<file path="config.mk">
export PLATFORM = sky130hd
export DESIGN_NAME = board_frame_tx_flat
export DESIGN_NICKNAME = d
export VERILOG_FILES = /design/src/rtl/board_frame_tx_if.sv /design/src/rtl/board_frame_tx.sv /design/src/flat_wrapper.sv
export SDC_FILE = /design/constraint.sdc
export NUM_CORES = 1
export LEC_CHECK = 0
export CAP_MARGIN = 20
export CORE_MARGIN = 1.5
export CORE_UTILIZATION = 53
export DETAILED_ROUTE_END_ITERATION = 10
export PLACE_DENSITY = 0.77
export SYNTH_ARGS = -nofsm -noshare
export SYNTH_HDL_FRONTEND = slang
export SYNTH_SLANG_ARGS = --single-unit
</file>
<file path="constraint.sdc">
create_clock -name in_clka -period 2.35 [get_ports in_clka]
set_input_delay 0.47 -clock in_clka [delete_from_list [all_inputs] [get_ports in_clka]]
set_output_delay 0.47 -clock in_clka [all_outputs]
set_load 0.005 [all_outputs]
</file>
<file path="src/rtl/board_frame_tx_if.sv">
`default_nettype none
// +----------------------------------------------------------------------+
// | board_frame_tx_if : byte link from the frame sender to the host      |
// | Rev 1.0                                                              |
// +----------------------------------------------------------------------+
interface board_frame_tx_if;
    logic       out_tx_valid;
    logic [7:0] out_tx_data;
    logic       in_tx_ready;

    modport master (output out_tx_valid, output out_tx_data, input in_tx_ready);
    modport slave  (input out_tx_valid, input out_tx_data, output in_tx_ready);
endinterface
`default_nettype wire

</file>
<file path="src/rtl/board_frame_tx.sv">
`default_nettype none
// +----------------------------------------------------------------------+
// | board_frame_tx : captures displayed cells and sends the board as a   |
// | header/cells/status byte frame on each display-done. Rev 1.0         |
// +----------------------------------------------------------------------+
module board_frame_tx #(
    parameter int         NCELLS   = 25,
    parameter int         IDX_W    = 5,
    parameter int         CNT_W    = 3,
    parameter logic [7:0] HDR_BYTE = 8'hA5
) (
    input  wire               in_clka,
    input  wire               in_restart_n,
    input  wire               in_display,
    input  wire               in_display_done,
    input  wire [IDX_W-1:0]   in_temp_index,
    input  wire [CNT_W-1:0]   in_temp_mine_cnt,
    input  wire [NCELLS-1:0]  in_temp_cleared,
    input  wire               in_gameover,
    input  wire               in_win,
    board_frame_tx_if.master  tx,
    output logic              out_busy,
    output logic              out_frame_done,
    output logic              out_overflow
);
    localparam logic [2:0] S_IDLE    = 3'd0;
    localparam logic [2:0] S_CAPTURE = 3'd1;
    localparam logic [2:0] S_HDR     = 3'd2;
    localparam logic [2:0] S_CELLS   = 3'd3;
    localparam logic [2:0] S_STAT    = 3'd4;

    localparam logic [IDX_W:0]   c_NCELLS = (IDX_W+1)'(NCELLS);
    localparam logic [IDX_W-1:0] c_LAST   = IDX_W'(NCELLS-1);

    logic [2:0]       state_q, state_d;
    logic [IDX_W-1:0] cnt_q, cnt_d;
    logic [1:0]       flags_q, flags_d;
    logic             valid_q, valid_d;
    logic [7:0]       data_q, data_d;
    logic             frame_done_q, frame_done_d;
    logic             overflow_q, overflow_d;
    logic [3:0]       cells_q [NCELLS];

    logic             w_busy, w_idx_ok, w_wr_en, w_accept, w_last;
    logic [2:0]       w_cnt3;
    logic [IDX_W-1:0] w_nxt_idx;

    // Stored cell is {cleared, count[2:0]}; the low nibble of the byte is always zero.
    generate
        if (CNT_W >= 3) begin : g_cnt_trunc
            assign w_cnt3 = in_temp_mine_cnt[2:0];
        end else begin : g_cnt_ext
            assign w_cnt3 = {{(3-CNT_W){1'b0}}, in_temp_mine_cnt};
        end
    endgenerate

    assign w_busy    = (state_q == S_HDR) || (state_q == S_CELLS) || (state_q == S_STAT);
    assign w_idx_ok  = {1'b0, in_temp_index} < c_NCELLS;
    assign w_wr_en   = in_display && !w_busy && w_idx_ok;
    assign w_accept  = valid_q && tx.in_tx_ready;
    assign w_last    = (cnt_q == c_LAST);
    assign w_nxt_idx = cnt_q + 1'b1;

    always_ff @(posedge in_clka or negedge in_restart_n) begin
        if (!in_restart_n) begin
            state_q      <= S_IDLE;
            cnt_q        <= '0;
            flags_q      <= '0;
            valid_q      <= 1'b0;
            data_q       <= '0;
            frame_done_q <= 1'b0;
            overflow_q   <= 1'b0;
        end else begin
            state_q      <= state_d;
            cnt_q        <= cnt_d;
            flags_q      <= flags_d;
            valid_q      <= valid_d;
            data_q       <= data_d;
            frame_done_q <= frame_done_d;
            overflow_q   <= overflow_d;
        end
    end

    always_ff @(posedge in_clka or negedge in_restart_n) begin
        if (!in_restart_n) begin
            for (int i = 0; i < NCELLS; i++) begin
                cells_q[i] <= '0;
            end
        end else if (w_wr_en) begin
            cells_q[in_temp_index] <= {in_temp_cleared[in_temp_index], w_cnt3};
        end
    end

    always_comb begin
        state_d = state_q;
        case (state_q)
            S_IDLE: begin
                if (in_display_done)  state_d = S_HDR;
                else if (in_display)  state_d = S_CAPTURE;
            end
            S_CAPTURE: if (in_display_done) state_d = S_HDR;
            S_HDR:     if (w_accept) state_d = S_CELLS;
            S_CELLS:   if (w_accept && w_last) state_d = S_STAT;
            S_STAT:    if (w_accept) state_d = S_IDLE;
            default:   state_d = S_IDLE;
        endcase
    end

    // Next byte is loaded on acceptance so data stays stable while stalled.
    always_comb begin
        cnt_d        = cnt_q;
        flags_d      = flags_q;
        valid_d      = valid_q;
        data_d       = data_q;
        frame_done_d = 1'b0;
        overflow_d   = overflow_q | (in_display && (w_busy || !w_idx_ok));
        case (state_q)
            S_IDLE, S_CAPTURE: begin
                if (in_display_done) begin
                    flags_d = {in_gameover, in_win};
                    valid_d = 1'b1;
                    data_d  = HDR_BYTE;
                    cnt_d   = '0;
                end
            end
            S_HDR: begin
                if (w_accept) begin
                    cnt_d  = '0;
                    data_d = {cells_q[0], 4'b0000};
                end
            end
            S_CELLS: begin
                if (w_accept) begin
                    if (w_last) begin
                        data_d = {6'b000000, flags_q};
                    end else begin
                        cnt_d  = w_nxt_idx;
                        data_d = {cells_q[w_nxt_idx], 4'b0000};
                    end
                end
            end
            S_STAT: begin
                if (w_accept) begin
                    valid_d      = 1'b0;
                    data_d       = '0;
                    frame_done_d = 1'b1;
                end
            end
            default: ;
        endcase
    end

    assign tx.out_tx_valid = valid_q;
    assign tx.out_tx_data  = data_q;
    assign out_busy        = w_busy;
    assign out_frame_done  = frame_done_q;
    assign out_overflow    = overflow_q;
endmodule
`default_nettype wire

</file>
<file path="src/flat_wrapper.sv">
// flat-port wrapper written by rule: the top's interface ports become plain ports
module board_frame_tx_flat 
#(
    parameter int         NCELLS   = 25,
    parameter int         IDX_W    = 5,
    parameter int         CNT_W    = 3,
    parameter logic [7:0] HDR_BYTE = 8'hA5
)
  (in_clka, in_restart_n, in_display, in_display_done, in_temp_index, in_temp_mine_cnt, in_temp_cleared, in_gameover, in_win, out_busy, out_frame_done, out_overflow, tx_out_tx_valid, tx_out_tx_data, tx_in_tx_ready);
  board_frame_tx_if tx_i ();
  input  wire in_clka;
  input  wire in_restart_n;
  input  wire in_display;
  input  wire in_display_done;
  input  wire [IDX_W-1:0] in_temp_index;
  input  wire [CNT_W-1:0] in_temp_mine_cnt;
  input  wire [NCELLS-1:0] in_temp_cleared;
  input  wire in_gameover;
  input  wire in_win;
  output logic out_busy;
  output logic out_frame_done;
  output logic out_overflow;
  output wire logic [$bits(tx_i.out_tx_valid)-1:0] tx_out_tx_valid;
  output wire logic [$bits(tx_i.out_tx_data)-1:0] tx_out_tx_data;
  input wire logic [$bits(tx_i.in_tx_ready)-1:0] tx_in_tx_ready;
  assign tx_out_tx_valid = tx_i.out_tx_valid;
  assign tx_out_tx_data = tx_i.out_tx_data;
  assign tx_i.in_tx_ready = tx_in_tx_ready;
  board_frame_tx #(.NCELLS(NCELLS), .IDX_W(IDX_W), .CNT_W(CNT_W), .HDR_BYTE(HDR_BYTE)) u_core (.in_clka(in_clka), .in_restart_n(in_restart_n), .in_display(in_display), .in_display_done(in_display_done), .in_temp_index(in_temp_index), .in_temp_mine_cnt(in_temp_mine_cnt), .in_temp_cleared(in_temp_cleared), .in_gameover(in_gameover), .in_win(in_win), .tx(tx_i), .out_busy(out_busy), .out_frame_done(out_frame_done), .out_overflow(out_overflow));
endmodule
</file>
==> summary.md <==
| Metric | Value |
|---|---|
| Yosys warns | `0` |
| Top-count cell post-synth | `dfrtp_1` |
| Initial antenna violation count | `0` |
| CTS Buf Count | `17` |
| Sequential cell area | `~3000 um2` |
| Worst Setup EP | `u_core.tx.out_tx_data[6]$_DFFE_PN0P_` |
| CP startpoint | `u_core.cnt_q[0]$_DFFE_PN0P_` |
| Fin crit share | `between 90% and 100%` |
| Levels on crit path | `8` |
| Pins Over Slew Limit | `0` |
| Comb pwr share | `between 20% and 30%` |
| CTS tree | `yes` |
| Slew headroom | `between 60 and 70%` |
| Crit-path cells | `buf_12 -> ha_1 -> nor3b_1 -> a31oi_1 -> nor3_1 -> a2111oi_2 -> buf_4 -> o311ai_1` |
| Final hold vios | `0` |
| Post-synth EDFFs | `0` |
| Unrepaired setup endpoints after global routing | `true` |
| Hold wc startpoint | `u_core.out_overflow$_DFF_PN0_` |
| DRC viols | `6` |
| Clock Skews | `between 0.004 and 0.005 ns` |
| PD cells | `roughly 860 nW/um2` |
| Maximum number of pins on one net before global-route repair | `40` |
| Clock power share | `approximately 41%` |
| Die height | `between 100 and 150 um` |
| Crit path buffers/inverters | `2` |
| Worst-path clk slew | `0.05 ns` |
| Max cap viols | `0` |
| Mean post-synth cell area | `roughly 13 um2` |
| Starting Density | `between 50% and 60%` |
| Post-synth ARST share | `100.0%` |
| Area Growth Syn to Fin | `26.27%` |
| Crit path arrival time | `~2.6 ns` |
| Max Freq | `435.0 MHz` |
| Net Sw Frac | `between 20 and 30%` |
| Core Util, Final | `roughly 69%` |
| Synth area leader | `dfrtp_1` |
| Number of global-route vias before repair | `~4,700` |
| Fillers | `799` |
| Vias per std cell | `about 6` |
| Critical-path top delay cell | `dfrtp_2` |
| Worst r2r src | `u_core.cnt_q[0]$_DFFE_PN0P_` |
| Share of the synthesized area in the top cell type | `a little under half` |
| Sw power | `~0.002 W` |
| Clock tree buffer depth | `2` |
| Leakage power | `~3.7 nW` |
| DP Area | `~7300 um2` |
| First-pass GRT wire length | `about 25,000 um` |
| Via count | `4,365` |
| Layout cells sized above 1 | `40.24%` |
| Dpl hpwl | `between 10,000 and 15,000 um` |
| Mapped Nets | `between 500 and 600` |
| Clock tree sinks | `120` |
| Hold_ws | `0.4585 ns` |
| Reg2Reg Setup Slack | `between 0.05 and 0.06 ns` |
| # rows | `39` |
| Total gr overflow | `0` |
| CP startpoint kind | `flip-flop` |
| CTS root buf | `clkbuf_16` |
| Critical path endpoint category | `flip-flop` |
| Req. time, crit path | `2.65 ns` |
| Gr usage total | `approximately a quarter` |
| Max incr delay on CP | `between 0.4 and 0.5 ns` |
| Clock Latency Late Sink | `0.42 ns` |
| Initial DRC count | `359` |
| Antenna Nets Post-Route | `0` |
| VDD IR max | `between 0.6 and 0.7 mV` |
| Post-synth cell types | `57` |
| Post-synth top cells | `120 x dfrtp_1, 102 x mux2_2, 30 x mux4_2, 26 x nor2_1, 24 x o21ai_0` |
| Number of top-level pins | `52` |
| Syn Inst Count | `493` |
| Critical path peak fanout | `13` |
| WL final | `approximately 15,000 um` |
| Failing checks | `design-rule violations` |
| Die area | `between 10,000 and 15,000 um2` |
| Sequential fraction of the synthesis area | `a little under half` |
| 1st-pass router iterations | `8` |
| Largest cells by area after synthesis | `dfrtp_1 47%, mux2_2 18%, mux4_2 11%` |
| Avg WL per Cell | `just over 20 um` |
| Final Power | `0.006867 W` |
| Primary FF master, synth | `dfrtp_1` |
| Pint | `slightly below 0.005 W` |
| Worst Max-Slew Pin Slew | `~0.55 ns` |
| Footprint of the multi-input gates | `about 3200 um2` |
| Die Span X | `112.4 um` |
| Synth Cell Area | `between 6000 and 7000 um2` |
| Nets@finish | `623` |
| Run status | `finished with violations` |
| Final Cell Area | `between 8000 and 9000 um2` |
| Worst hold-check path type | `flip-flop to flip-flop` |
| Htree depth | `4` |
| Sequential Power Share | `33.7%` |
| Diodes inserted | `0` |
| Global placement routability congestion | `0.8790` |
| Core box area | `11,560 um2` |
| R2r worst-path depth | `8` |
| Tmin final | `about 2.3 ns` |
| Worst flop-to-flop path endpoint | `u_core.tx.out_tx_data[6]$_DFFE_PN0P_` |
| Cell class contributing the biggest share of worst-path delay | `simple AND/OR/NAND/NOR gates` |
| Crit path kind | `flip-flop to flip-flop` |
| Setup-failing EPs final | `0` |
| I/O Buffers | `50` |
| Seq cells post-synth | `120` |
==> what timing repair did <==
| action | 4_1_cts | 5_1_grt |
|---|---|---|
| gates cloned | 0 | 0 |
| buffers inserted | 0 | 1 |
| resized for setup | 2 | 3 |
| hold buffers | 1 | 0 |
| pin swaps | 0 | 0 |
| setup endpoints to repair | 2 | 4 |
| endpoints found under the hold margin | 16 | 0 |
==> worst register-to-register path, stage by stage, from the launching register on <==
cell	delay (ns)
dfrtp_2	0.42
buf_12	0.16
ha_1	0.31
nor3b_1	0.25
a31oi_1	0.07
nor3_1	0.41
a2111oi_2	0.15
buf_4	0.16
o311ai_1	0.26
==> layout by cell type, fill, tap and decap left out, drive strengths merged, types with 6 or more instances in the layout <==
cell type,n
dfrtp,120
mux2,102
buf,53
clkdlybuf4s50,49
mux4,30
nor2,28
o21ai,25
nand2,25
clkbuf,20
mux2i,17
nor3,13
a21oi,10
nand2b,9
nand3,8
nor2b,8
inv,7
nand4,6
clkinv,6
nor3b,6
==> how the worst min path moves through the flow <==
stage	end	cells after the start	slack, ns
6_report	u_core.out_overflow$_DFF_PN0_	1	0.46
5_1_grt	u_core.out_overflow$_DFF_PN0_	1	0.47
3_5_place_dp	u_core.out_frame_done$_DFF_PN0_	1	0.44
4_1_cts	u_core.out_overflow$_DFF_PN0_	1	0.46
2_1_floorplan	u_core.cells_q[0]$_DFFE_PN0P_	0	0.17
3_3_place_gp	u_core.out_frame_done$_DFF_PN0_	1	0.42
==> kinds of logic (layout without fill, tap and decap cells) <==
kind of cell / count (synthesis) / count (layout) / synth area share, %
other: 1 / 1 / 0.05915
multiplexers: 149 / 149 / 31.46
adder cells (fa/ha/maj): 2 / 2 / 0.3946
buffers and inverters: 41 / 142 / 2.921
AND/OR/NAND/NOR: 119 / 119 / 11.45
XOR/XNOR: 4 / 4 / 0.8488
flip-flops: 120 / 120 / 47.37
AO/OA/AOI/OAI: 57 / 57 / 5.506
==> flip-flops by register name, summed over array words and instances (netlist names) <==
| signal | flops |
|---|---|
| u_core.cells_q | 100 |
| u_core.tx.out_tx_data | 7 |
| u_core.cnt_q | 5 |
| u_core.state_q | 3 |
| u_core.flags_q | 2 |
| u_core.out_frame_done | 1 |
| u_core.out_overflow | 1 |
| u_core.tx.out_tx_valid | 1 |
==> power groups by stage <==
stage | registers [W] | clock network, W | logic [W]
2_1_floorplan | 0.00228 | 0 | 0.00119
3_3_place_gp | 0.00234 | 0 | 0.00172
3_5_place_dp | 0.00235 | 0 | 0.00175
4_1_cts | 0.00231 | 0.00282 | 0.00176
5_1_grt | 0.00233 | 0.00291 | 0.00190
6_report | 0.00232 | 0.00278 | 0.00177
==> final cells by class <==
class	instances	share of cell area (%)
multi-input combinational	332	39.61
timing repair buffer	103	12.32
sequential	120	37.53
clock inverter	12	2.157
tap	143	2.235
inverter	7	0.3282
clock buffer	20	5.830
==> per-stage QoR <==
stage          cells  TNS (ns)  worst slack, ns
6_report         737         0          0.05130
3_5_place_dp     703    -1.221          -0.1049
5_1_grt          737   -0.1903         -0.07174
3_3_place_gp     703   -0.7046         -0.06057
2_1_floorplan    493         0          0.01204
4_1_cts          736         0          0.01115
==> per-layer routing <==
layer	vias to the layer above	track usage (%)	part of all wire (%)
li1	1992	-	-
met1	2225	33.98	43
met2	128	42.37	50
met3	20	6.533	5.2
met4	0	9.367	1.8
met5	-	0	0
No activity file was read; power rests on OpenSTA's default activity.
